**config.mk**
```make
export PLATFORM = sky130hd
export DESIGN_NAME = timer_ctrl
export DESIGN_NICKNAME = d
export VERILOG_FILES = /design/src/rtl/timer_pkg.sv /design/src/rtl/timer_prescaler.sv /design/src/rtl/timer_toggle.sv /design/src/rtl/timer_ctrl.sv
export SDC_FILE = /design/constraint.sdc
export NUM_CORES = 1
export LEC_CHECK = 0
export BUFFER_PORTS_ARGS = -buffer_cell sky130_fd_sc_hd__buf_2
export CAP_MARGIN = 0
export CORE_ASPECT_RATIO = 0.6
export CORE_MARGIN = 2
export CORE_UTILIZATION = 35
export CTS_BUF_LIST = sky130_fd_sc_hd__clkbuf_8 sky130_fd_sc_hd__clkbuf_16
export DETAILED_ROUTE_END_ITERATION = 16
export SLEW_MARGIN = 20
export SYNTH_ARGS = -nofsm -noshare
export SYNTH_HDL_FRONTEND = slang
export SYNTH_SLANG_ARGS = --single-unit
```
**constraint.sdc**
```tcl
create_clock -name clk -period 2.7 [get_ports clk]
set_clock_uncertainty 0.15 [all_clocks]
set_input_delay 0.54 -clock clk [delete_from_list [all_inputs] [get_ports clk]]
set_output_delay 0.54 -clock clk [all_outputs]
set_load 0.02 [all_outputs]
```
**src/rtl/timer_pkg.sv**
```systemverilog
// Shared constants for the timer controller: register map, CTRL bit positions
// and FSM state encoding.
package timer_pkg;

  localparam logic [1:0] ADDR_CTRL   = 2'd0;
  localparam logic [1:0] ADDR_LOAD   = 2'd1;
  localparam logic [1:0] ADDR_COUNT  = 2'd2;
  localparam logic [1:0] ADDR_STATUS = 2'd3;

  localparam int EN        = 0;
  localparam int PERIODIC  = 1;
  localparam int IRQ_EN    = 2;
  localparam int PRESC_LSB = 8;

  typedef enum logic [1:0] {
    IDLE = 2'd0,
    RUN  = 2'd1,
    DONE = 2'd2
  } state_e;

endpackage

```
**src/rtl/timer_prescaler.sv**
```systemverilog
// Prescaler: emits a one-cycle tick every presc+1 clocks while run is high;
// holds its count when run is low, clr forces it back to 0.
module timer_prescaler #(
  parameter int PRESC_W = 8
) (
  input  logic               clk,
  input  logic               rst,
  input  logic [PRESC_W-1:0] presc,
  input  logic               run,
  input  logic               clr,
  output logic               tick
);

  logic [PRESC_W-1:0] cnt_q, cnt_d;

  assign tick = run && (cnt_q == presc);

  always_comb begin
    cnt_d = cnt_q;
    if (clr)      cnt_d = '0;
    else if (run) cnt_d = tick ? '0 : cnt_q + PRESC_W'(1);
  end

  always_ff @(posedge clk or negedge rst) begin
    if (!rst) cnt_q <= '0;
    else      cnt_q <= cnt_d;
  end

endmodule

```
**src/rtl/timer_toggle.sv**
```systemverilog
// Toggle-divider primitive: q inverts on every clock where en is high.
module timer_toggle (
  input  logic clk,
  input  logic rst,
  input  logic en,
  output logic q
);

  logic q_q, q_d;

  assign q_d = en ? ~q_q : q_q;
  assign q   = q_q;

  always_ff @(posedge clk or negedge rst) begin
    if (!rst) q_q <= 1'b0;
    else      q_q <= q_d;
  end

endmodule

```
**src/rtl/timer_ctrl.sv**
```systemverilog
// Programmable down-counting timer with one-shot/periodic modes and maskable irq.
// Define TIMER_CTRL_TOGGLE_OUT_EN to add the tout square-wave output.
module timer_ctrl
  import timer_pkg::*;
#(
  parameter int CNT_W   = 32,
  parameter int PRESC_W = 8
) (
  input  logic        clk,
  input  logic        rst,
  input  logic        wr_en,
  input  logic        rd_en,
  input  logic [1:0]  addr,
  input  logic [31:0] wdata,
  output logic [31:0] rdata,
  output logic        rd_valid,
  output logic        irq,
  output logic        busy
`ifdef TIMER_CTRL_TOGGLE_OUT_EN
  ,output logic       tout
`endif
);

  state_e             state_q, state_d;
  logic               en_q, en_d;
  logic               periodic_q, periodic_d;
  logic               irq_en_q, irq_en_d;
  logic [PRESC_W-1:0] presc_q, presc_d;
  logic [CNT_W-1:0]   load_q, load_d;
  logic [CNT_W-1:0]   count_q, count_d;
  logic               expired_q, expired_d;
  logic [31:0]        rdata_q, rdata_d;
  logic               rd_valid_q, rd_valid_d;

  logic wr_ctrl, wr_load, wr_status, stop_wr;
  logic presc_run, presc_clr, tick, expire;
  logic [31:0] ctrl_rd, count_rd;

  assign wr_ctrl   = wr_en && (addr == ADDR_CTRL);
  assign wr_load   = wr_en && (addr == ADDR_LOAD);
  assign wr_status = wr_en && (addr == ADDR_STATUS);
  // A disabling write freezes everything this cycle, including a coincident tick.
  assign stop_wr   = wr_ctrl && !wdata[EN];
  assign presc_run = (state_q == RUN) && !stop_wr;
  assign expire    = tick && (count_q == '0);

  timer_prescaler #(.PRESC_W(PRESC_W)) u_presc (
    .clk   (clk),
    .rst   (rst),
    .presc (presc_q),
    .run   (presc_run),
    .clr   (presc_clr),
    .tick  (tick)
  );

  always_comb begin
    ctrl_rd                         = '0;
    ctrl_rd[EN]                     = en_q;
    ctrl_rd[PERIODIC]               = periodic_q;
    ctrl_rd[IRQ_EN]                 = irq_en_q;
    ctrl_rd[PRESC_LSB +: PRESC_W]   = presc_q;
    count_rd                        = '0;
    count_rd[CNT_W-1:0]             = count_q;
  end

  always_comb begin
    state_d    = state_q;
    en_d       = en_q;
    periodic_d = periodic_q;
    irq_en_d   = irq_en_q;
    presc_d    = presc_q;
    load_d     = load_q;
    count_d    = count_q;
    expired_d  = expired_q;
    presc_clr  = 1'b0;

    if (wr_ctrl) begin
      en_d       = wdata[EN];
      periodic_d = wdata[PERIODIC];
      irq_en_d   = wdata[IRQ_EN];
      presc_d    = wdata[PRESC_LSB +: PRESC_W];
    end
    if (wr_load) load_d = wdata[CNT_W-1:0];
    if (wr_status && wdata[0]) expired_d = 1'b0;

    case (state_q)
      IDLE, DONE: begin
        if (wr_ctrl && wdata[EN]) begin
          count_d   = load_q;
          presc_clr = 1'b1;
          state_d   = RUN;
        end
      end
      RUN: begin
        if (stop_wr) begin
          state_d = IDLE;
        end else if (expire) begin
          // Hardware set is applied after the W1C so it wins a collision.
          expired_d = 1'b1;
          if (periodic_q) begin
            count_d = load_q;
          end else begin
            en_d    = 1'b0;
            state_d = DONE;
          end
        end else if (tick) begin
          count_d = count_q - CNT_W'(1);
        end
      end
      default: state_d = IDLE;
    endcase
  end

  always_comb begin
    rd_valid_d = rd_en;
    rdata_d    = rdata_q;
    if (rd_en) begin
      case (addr)
        ADDR_CTRL:   rdata_d = ctrl_rd;
        ADDR_LOAD:   rdata_d = 32'(load_q);
        ADDR_COUNT:  rdata_d = count_rd;
        default:     rdata_d = {31'b0, expired_q};
      endcase
    end
  end

  always_ff @(posedge clk or negedge rst) begin
    if (!rst) begin
      state_q    <= IDLE;
      en_q       <= 1'b0;
      periodic_q <= 1'b0;
      irq_en_q   <= 1'b0;
      presc_q    <= '0;
      load_q     <= '0;
      count_q    <= '0;
      expired_q  <= 1'b0;
      rdata_q    <= '0;
      rd_valid_q <= 1'b0;
    end else begin
      state_q    <= state_d;
      en_q       <= en_d;
      periodic_q <= periodic_d;
      irq_en_q   <= irq_en_d;
      presc_q    <= presc_d;
      load_q     <= load_d;
      count_q    <= count_d;
      expired_q  <= expired_d;
      rdata_q    <= rdata_d;
      rd_valid_q <= rd_valid_d;
    end
  end

  assign rdata    = rdata_q;
  assign rd_valid = rd_valid_q;
  assign irq      = expired_q & irq_en_q;
  assign busy     = (state_q == RUN);

`ifdef TIMER_CTRL_TOGGLE_OUT_EN
  timer_toggle u_tog (
    .clk (clk),
    .rst (rst),
    .en  (expire && presc_run),
    .q   (tout)
  );
`endif

endmodule

```
==> results of run 1 <==
[area by class of cell]
class | instances | area, um^2
inverters | 9 | 33.8
flip-flops and latches | 119 | 2980
clock buffers | 17 | 425
fillers | 1592 | 8810
well taps | 234 | 293
clock inverters | 15 | 165
multi-input cells | 422 | 3070
repair buffers | 169 | 1260
[worst paths after layout]
check,cells after the start,start,slack [ps],endpoint
max in group asynchronous,3,rst,1220,load_q[20]
setup / recovery,8,count_q[24],-130,count_q[0]
hold / removal,2,wdata[24],200,load_q[24]
min in group asynchronous,2,rst,500,rdata[9]
setup reg to reg,8,count_q[24],-130,count_q[0]
hold reg to reg,1,rdata[0],370,rdata[0]
[per-layer routing]
| metal | track usage | routed length, um |
|---|---|---|
| met3 | 0.0433 | 1060 |
| met4 | 0.0600 | 154 |
| met5 | 0 | 0 |
| met1 | 0.317 | 9410 |
| met2 | 0.280 | 7760 |
[layout by cell type, fill, tap and decap left out, drive strengths merged, types with 18 or more instances in the layout]
master,n
nand2,26
a22oi,28
mux2i,27
nor3,18
nor2,71
dfrtp,119
a21oi,64
mux2,49
buf,167
o21ai,35
[stage by stage]
stage	power [mW]	TNS, ps	cell area [um^2]	utilization	hold WS [ps]
6_report	7.40	-2540	8230	0.483	197
3_5_place_dp	4.81	-2790	7290	0.428	359
5_1_grt	7.77	-4510	8230	0.483	190
2_1_floorplan	3.81	-276	6100	-	94.4
3_3_place_gp	4.73	-1190	7290	0.428	336
4_1_cts	7.27	-2110	8110	0.476	189
[logic make-up (layout without fill, tap and decap cells)]
| kind of cell | Yosys count | count (layout) |
|---|---|---|
| DFF | 119 | 119 |
| adders and majority gates | 2 | 2 |
| AOI/OAI and AO/OA | 161 | 161 |
| buffers and inverters | 48 | 210 |
| and+or+nand+nor | 174 | 174 |
| xor gates and xnor gates | 8 | 8 |
| muxes | 77 | 77 |
[registers in the layout, summed over array words and instances, names as in the netlist]
register       flops
state_q            2
u_presc.cnt_q      8
count_q           32
en_q               1
periodic_q         1
irq_en_q           1
rdata             32
rd_valid           1
presc_q            8
load_q            32
expired_q          1
[power by group]
part           switching, mW  internal [mW]  total (mW)
registers              0.411           2.24        2.65
clock network          0.929           1.38        2.31
logic                   1.22           1.21        2.44
[repair_timing]
action                     4_1_cts  5_1_grt
hold buffers                     1        0
setup endpoints to repair       32       33
resized for setup               38       20
pin swaps                        8        9
hold endpoints to repair        36        0
gates cloned                     2        0
buffers inserted                 8        5
==> impl_metrics.json, run 1 <==
{
  "status": "finished with violations",
  "violations": "negative setup slack",
  "ys_top_cells_by_count": "dfrtp_1 (119), nor2_1 (71), a21oi_1 (62), mux2_2 (49), o21ai_0 (34)",
  "period_share": 1.05,
  "crit_chain": "or4_4 -> or3_4 -> or4b_4 -> a21oi_4 -> buf_12 -> buf_12 -> a21oi_1 -> o22ai_1",
  "synth-xor-area-share": 0.0116,
  "diodes": 0,
  "tritoncts": "done",
  "tightest_slew_ps": 551,
  "synth_top_family_by_area": "compound AO/OA/AOI/OAI gates",
  "path_class": "reg2reg",
  "gp_congestion": 0.831,
  "die_area_mm2": 0.0184,
  "slowest_delay_ps": 590,
  "syn_to_final_growth_pct": 35.8,
  "path_common_cell": "buf_12",
  "rsz0062_at_grt": "yes",
  "setup_viol": 32,
  "antenna_found_initial": 0,
  "synth_edf_count": 0,
  "io_pins": 73,
  "yosysSeqAreaShare": 0.492,
  "drt_iter0_drc": 396,
  "yosysWarnings": 0,
  "synth_top_area_cell": "dfrtp_1",
  "start_util": 0.356,
  "nets": 778,
  "fp-row-count": 37,
  "synth_simple_gate_area_frac": 0.147,
  "synth-async-reset-ratio": 1.00,
  "cts_made_buffers": 17,
  "p_per_area_mw_per_mm2": 899,
  "drv_cap": 0,
  "grt_max_degree": 55,
  "critPathSlowestCell": "or4b_4",
  "leakage_nw": 3.58,
  "cts.sinks": 119,
  "crit_fanout": 15,
  "clkLatencyLatePin_ps": 420,
  "hp-class": "in2reg",
  "worst_slack_ps": -130,
  "core_area_mm2": 0.0170,
  "netlist.area_leader.share": 0.492,
  "crit_family": "simple AND/OR/NAND/NOR gates",
  "syn_area_mm2": 0.00606,
  "synthCells": 589,
  "fp.dieW_um": 174,
  "slew_headroom": 0.631,
  "grt_remaining_overflow": 0,
  "synthMostInstantiatedCell": "dfrtp_1",
  "startpoint_type": "flop",
  "drv_slew": 0,
  "drive_gt1_frac": 0.399,
  "synth_area_per_cell_um2": 10.3,
  "crit_required_ps": 2890,
  "hold_viol_final": 0,
  "drtAntennaViolNets": 0,
  "fin_crit_ps": 2830,
  "routed_wl_um": 18400,
  "place_inst": 938,
  "cts-root-buf": "clkbuf_16",
  "synth_ff_type": "dfrtp_1",
  "dr_total_vias": 5305,
  "synth_seq_cells": 119,
  "firstDrtPassIters": 4,
  "drc": 0,
  "synth_compound_area_frac": 0.171,
  "via_per_inst": 5.39,
  "clock_path_buffers": 2,
  "floorplan.die.height_um": 106,
  "grt_usage": 0.204,
  "max_freq_ghz": 0.353,
  "synth.distinct_cells": 57,
  "cp_data_arrival_time_ps": 3020,
  "grt_pass1_wl_um": 29200,
  "synth_fa_ha_area_frac": 0.00413,
  "cp_num_buf_inv": 2,
  "first_global_vias": 5222,
  "place_worst_setup_slack_ps": -150,
  "synth.area.top_cells": "dfrtp_1 (49%), mux2_2 (9.1%), a21oi_1 (5.1%), mux2i_1 (4.5%), nor2_1 (4.4%)",
  "crit_path_end_kind": "flop",
  "synth_nets": 629,
  "wl_per_cell_um": 18.7,
  "path_clk_slew_ps": 70,
  "dp_hpwl_um": 12600,
  "final_cells": 985,
  "io_buffers": 72,
  "ir_drop_mv": 0.487,
  "synthMuxAreaShare": 0.139,
  "htree_levels": 4
}
Power figures use the tool's default switching activity.
==> inputs of run 2 (changes only) <==
--- a/config.mk
+++ b/config.mk
@@ -8,7 +8,7 @@
 export BUFFER_PORTS_ARGS = -buffer_cell sky130_fd_sc_hd__buf_2
 export CAP_MARGIN = 0
 export CORE_ASPECT_RATIO = 0.6
-export CORE_MARGIN = 2
+export CORE_MARGIN = 10
 export CORE_UTILIZATION = 35
 export CTS_BUF_LIST = sky130_fd_sc_hd__clkbuf_8 sky130_fd_sc_hd__clkbuf_16
 export DETAILED_ROUTE_END_ITERATION = 16
==> run 2 against run 1 <==
Against the previous run:
- the flow still finishes with violations (negative setup slack)
- via count rose by 2.2%
- register-to-register slack barely moved
- global-route usage fell by 4.0 points
- critical path type unchanged
- largest cell class unchanged
- largest power group unchanged
==> impl_metrics.json, run 2 (synthesized netlist as in run 1, its figures left out) <==
{
  "violations": "negative setup slack",
  "drt_iter0_drc": 500,
  "io_buffers": 72,
  "via_per_inst": 5.49,
  "fin_crit_ps": 2820,
  "syn_to_final_growth_pct": 35.7,
  "grt_pass1_wl_um": 30200,
  "reg2reg_depth": 7,
  "drv_cap": 0,
  "status": "finished with violations",
  "clkLatencyLatePin_ps": 420,
  "core_area_mm2": 0.0170,
  "floorplan.die.height_um": 122,
  "cp_data_arrival_time_ps": 2980,
  "netSwitchingPower_mw": 2.51,
  "layout_commonest_cell": "dfrtp_1",
  "hp-class": "in2async",
  "tritoncts": "done",
  "dr_total_vias": 5420,
  "path_clk_slew_ps": 60,
  "hold_viol_final": 0,
  "leakage_nw": 3.57,
  "r2r-end": "count_q[17]",
  "drive_gt1_frac": 0.394,
  "cts_made_buffers": 17,
  "drc": 0,
  "start_util": 0.356,
  "worst_slack_ps": -120,
  "antenna_found_initial": 0,
  "firstDrtPassIters": 5,
  "fp.dieW_um": 190,
  "fin_setup_tns_ps": -1700,
  "clock_path_buffers": 2,
  "p_per_area_mw_per_mm2": 891,
  "rsz0062_at_grt": "yes",
  "cts.sinks": 119,
  "wl_per_cell_um": 19.6,
  "io_pins": 73,
  "diodes": 0,
  "drv_slew": 0,
  "grt_usage": 0.164,
  "fp-row-count": 37,
  "final_cell_mix": "dfrtp_1 (119), buf_4 (77), nor2_1 (71), buf_2 (71), a21oi_1 (59)",
  "clkPwrFrac": 0.319,
  "crit_required_ps": 2860,
  "grt_remaining_overflow": 0,
  "period_share": 1.04,
  "crit_chain": "or4_4 -> or3_4 -> or4b_4 -> a21oi_4 -> buf_12 -> a21oi_1 -> o2bb2a_4",
  "sw_frac_of_total": 0.343,
  "reg2reg_from": "count_q[20]",
  "p_seq_frac": 0.364,
  "holdWs_ps": 53.5,
  "drtAntennaViolNets": 0,
  "ir_drop_mv": 0.484,
  "startpoint_type": "flop",
  "p_int_mw": 4.81,
  "die_area_mm2": 0.0231,
  "critPathSlowestCell": "or4_4",
  "setup_viol": 32,
  "dp_hpwl_um": 13100,
  "nets": 780,
  "power_frac_comb": 0.316,
  "max_freq_ghz": 0.355,
  "crit_path_end_kind": "flop",
  "slew_headroom": 0.459,
  "crit_family": "simple AND/OR/NAND/NOR gates",
  "htree_levels": 4,
  "cp_num_buf_inv": 1,
  "routed_wl_um": 19400,
  "path_class": "reg2reg",
  "first_global_vias": 5453,
  "gp_congestion": 0.828,
  "crit_fanout": 16,
  "grt_max_degree": 61,
  "r2r_slack_ps": -120,
  "cts-root-buf": "clkbuf_16",
  "tightest_slew_ps": 811,
  "slowest_delay_ps": 540
}
==> run 2: layout make-up <==
| cell class | instances | area (um^2) |
|---|---|---|
| flip-flops and latches | 119 | 2980 |
| clock buffers | 17 | 425 |
| fillers | 1592 | 8820 |
| well taps | 234 | 293 |
| clock inverters | 15 | 178 |
| inverters | 9 | 33.8 |
| multi-input cells | 426 | 3090 |
| repair buffers | 167 | 1220 |
==> run 2: worst max-delay path by stage <==
stage,startpoint,endpoint,slack (ps),depth (start not counted)
global route,count_q[0],count_q[23],-210,11
global placement,wdata[0],count_q[9],-140,9
floorplan,count_q[1],count_q[8],-30,9
detailed placement,wdata[0],count_q[3],-240,9
CTS,count_q[23],count_q[29],-150,8
finish,count_q[20],count_q[17],-120,7
==> run 2: per-layer routing <==
layer  GRT usage  vias to the layer above  part of all wire
li1            -                     2475                 -
met1       0.235                     2716              0.50
met5           0                        -                 0
met4      0.0533                        0             0.015
met2       0.236                      204              0.42
met3      0.0400                       25             0.072
==> run 2: power by group through the flow <==
stage	sequential [mW]	combinational [mW]	clock, mW
floorplan	2.71	1.10	0
global placement	2.64	2.06	0
detailed placement	2.67	2.13	0
CTS	2.65	2.20	2.37
global route	2.73	2.49	2.46
finish	2.67	2.32	2.34
==> run 2: through the flow <==
| stage | total power, mW | instances | utilization | setup WS (ps) | area [um^2] |
|---|---|---|---|---|---|
| 2_1_floorplan | 3.81 | 589 | - | -29.4 | 6100 |
| 3_3_place_gp | 4.70 | 937 | 0.425 | -135 | 7240 |
| 3_5_place_dp | 4.80 | 937 | 0.425 | -240 | 7240 |
| 4_1_cts | 7.23 | 979 | 0.472 | -153 | 8040 |
| 5_1_grt | 7.68 | 987 | 0.482 | -208 | 8220 |
| 6_report | 7.32 | 987 | 0.482 | -120 | 8220 |
==> run 2: repair_timing <==
item	CTS	global route
endpoints found under the setup margin	34	35
pin swaps	12	16
setup buffers	7	6
hold buffers	0	0
endpoints found under the hold margin	0	0
resized for setup	28	34
gates cloned	3	3
==> inputs of run 3 (changes only) <==
--- a/config.mk
+++ b/config.mk
@@ -5,6 +5,7 @@
 export SDC_FILE = /design/constraint.sdc
 export NUM_CORES = 1
 export LEC_CHECK = 0
+export ABC_AREA = 1
 export BUFFER_PORTS_ARGS = -buffer_cell sky130_fd_sc_hd__buf_2
 export CAP_MARGIN = 0
 export CORE_ASPECT_RATIO = 0.6
@@ -12,6 +13,7 @@
 export CORE_UTILIZATION = 35
 export CTS_BUF_LIST = sky130_fd_sc_hd__clkbuf_8 sky130_fd_sc_hd__clkbuf_16
 export DETAILED_ROUTE_END_ITERATION = 16
+export MAX_ROUTING_LAYER = met4
 export SLEW_MARGIN = 20
 export SYNTH_ARGS = -nofsm -noshare
 export SYNTH_HDL_FRONTEND = slang
==> run 3 against run 2 <==
Against the previous run:
- the run now ends clean
- synthesized cell count rose by 48%
- clock power barely moved
- sequential share of layout area rose by 1.4 points
- critical endpoint is now count_q[27]
==> impl_metrics.json, run 3 <==
{
  "postLayoutCellArea_mm2": 0.00792,
  "synthMostInstantiatedCell": "nand2_1",
  "io_buffers": 72,
  "ir_drop_mv": 0.488,
  "startpoint_type": "flop",
  "cts_made_buffers": 17,
  "tritoncts": "done",
  "firstDrtPassIters": 6,
  "synth.area.top_cells": "dfrtp_1 (46%), nand2_1 (17%), nor2_1 (6.6%), nand3_1 (4.5%), inv_1 (4.2%)",
  "fin_crit_ps": 2480,
  "clkLatencyLatePin_ps": 420,
  "cts-root-buf": "clkbuf_16",
  "grt_remaining_overflow": 0,
  "leakage_nw": 3.97,
  "drive_gt1_frac": 0.182,
  "syn_area_mm2": 0.00653,
  "nets": 995,
  "fp.dieW_um": 196,
  "power_frac_comb": 0.343,
  "diodes": 0,
  "path_clk_slew_ps": 60,
  "crit_path_end_kind": "flop",
  "crit_chain": "nor2_1 -> nand2_1 -> nor2_4 -> nand3_2 -> nor2_2 -> nand3_4 -> o21ai_4 -> nand2_1 -> nand2_1",
  "syn_to_final_growth_pct": 21.3,
  "synth_top_area_cell": "dfrtp_1",
  "place_worst_setup_slack_ps": 118,
  "via_per_inst": 4.93,
  "cts.sinks": 119,
  "holdWs_ps": 189,
  "critPathSlowestCell": "o21ai_4",
  "clkPwrFrac": 0.297,
  "drv_cap": 0,
  "drt_iter0_drc": 553,
  "crit_required_ps": 2900,
  "cts_setup_buffers": 0,
  "first_global_vias": 5694,
  "cp_num_buf_inv": 0,
  "htree_levels": 4,
  "hold_viol_final": 0,
  "sw_frac_of_total": 0.390,
  "p_seq_frac": 0.360,
  "ys_top_cells_by_count": "nand2_1 (302), dfrtp_1 (119), nor2_1 (115), inv_1 (73), nand3_1 (59)",
  "grt_pass1_wl_um": 32000,
  "fp-row-count": 38,
  "cp_data_arrival_time_ps": 2680,
  "worst_slack_ps": 221,
  "routed_wl_um": 20000,
  "gp_congestion": 0.932,
  "floorplan.die.height_um": 126,
  "start_util": 0.359,
  "core_area_mm2": 0.0182,
  "drtAntennaViolNets": 0,
  "synth-async-reset-ratio": 1.00,
  "path_common_cell": "nand2_1",
  "status": "complete, no violations",
  "wl_per_cell_um": 16.6,
  "slew_headroom": 0.581,
  "yosysSeqAreaShare": 0.456,
  "synth_nets": 910,
  "p_int_mw": 4.74,
  "fillers": 1881,
  "tightest_slew_ps": 627,
  "crit_family": "simple AND/OR/NAND/NOR gates",
  "final_util": 0.435,
  "drc": 0,
  "grt_max_degree": 57,
  "place_inst": 1174,
  "layout_commonest_cell": "nand2_1",
  "dp_hpwl_um": 14300,
  "synth_area_per_cell_um2": 7.51,
  "yosysWarnings": 0,
  "synth.distinct_cells": 37,
  "netSwitchingPower_mw": 3.03,
  "dr_total_vias": 5953,
  "drv_slew": 0,
  "final_cells": 1208,
  "grt_usage": 0.167,
  "slowest_delay_ps": 560,
  "setup_viol": 0,
  "synth_seq_cells": 119,
  "p_per_area_mw_per_mm2": 981,
  "period_share": 0.918,
  "max_freq_ghz": 0.403,
  "synth_edf_count": 0,
  "io_pins": 73,
  "finalPower_mw": 7.78,
  "path_class": "reg2reg",
  "postPlaceCellArea_mm2": 0.00729,
  "antenna_found_initial": 0,
  "die_area_mm2": 0.0247,
  "fin_setup_tns_ps": 0,
  "rsz0062_at_grt": "no",
  "netlist.area_leader.share": 0.456,
  "clock_path_buffers": 2,
  "hp-class": "in2reg",
  "synth_ff_type": "dfrtp_1",
  "synthCells": 870,
  "final_cell_mix": "nand2_1 (301), dfrtp_1 (119), nor2_1 (113)",
  "crit_fanout": 16
}
run 3: changes by cell type after synthesis, moves of 28 or more:
cell | before | now
a21oi_1 | 62 | 23
a22oi_1 | 28 | 0
inv_1 | 9 | 73
nand2_1 | 26 | 302
nand3_1 | 7 | 59
nor2_1 | 71 | 115
run 3: per-layer routing:
layer / vias up / share of wire / global-route usage
li1: 2963 / - / -
met1: 2729 / 0.54 / 0.258
met2: 241 / 0.36 / 0.200
met3: 20 / 0.091 / 0.0461
met4: 0 / 0.011 / 0.0434
met5: - / 0 / -
run 3: layout make-up:
class	count	area [um^2]	share of cell area
Inverter	78	293	0.0370
Clock buffer	23	508	0.0641
Sequential cell	119	2980	0.376
Timing Repair Buffer	99	631	0.0796
Multi-Input combinational cell	640	3120	0.393
Tap cell	240	300	0.0379
Clock inverter	9	97.6	0.0123
run 3: repair_timing:
| action | 4_1_cts | 5_1_grt |
|---|---|---|
| hold buffers | 1 | 0 |
| endpoints found under the hold margin | 30 | 0 |
| endpoints found under the setup margin | 0 | 32 |
| resized for setup | 0 | 1 |
run 3: path summary, 6_finish.rpt:
kind,startpoint,endpoint,slack (ps),depth (start not counted)
setup / recovery,count_q[5],count_q[27],220,9
hold / removal,wdata[8],presc_q[0],190,3
setup reg to reg,count_q[5],count_q[27],220,9
hold reg to reg,count_q[0],count_q[0],330,2
max in group asynchronous,rst,rdata[30],1270,3
min in group asynchronous,rst,rd_valid,460,2
run 3: cell families (layout without fill, tap and decap cells):
group / count (synthesis) / count (layout) / share of synthesized area
simple gates: 504 / 504 / 0.318
flops: 119 / 119 / 0.456
buf+inv: 112 / 209 / 0.0709
compound gates: 88 / 89 / 0.0816
mux: 24 / 24 / 0.0414
xor+xnor: 21 / 21 / 0.0282
fa+ha+maj: 2 / 2 / 0.00383
run 3: worst min-delay path: stages:
cell	delay (ps)
buf_2	90
nand2_1	40
o21ai_0	50
run 3: power by group through the flow:
stage	registers, mW	clock network (mW)	logic, mW
3_3_place_gp	2.79	0	2.61
3_5_place_dp	2.80	0	2.63
5_1_grt	2.87	2.43	3.04
6_report	2.80	2.31	2.67
2_1_floorplan	2.77	0	1.75
4_1_cts	2.77	2.35	2.65
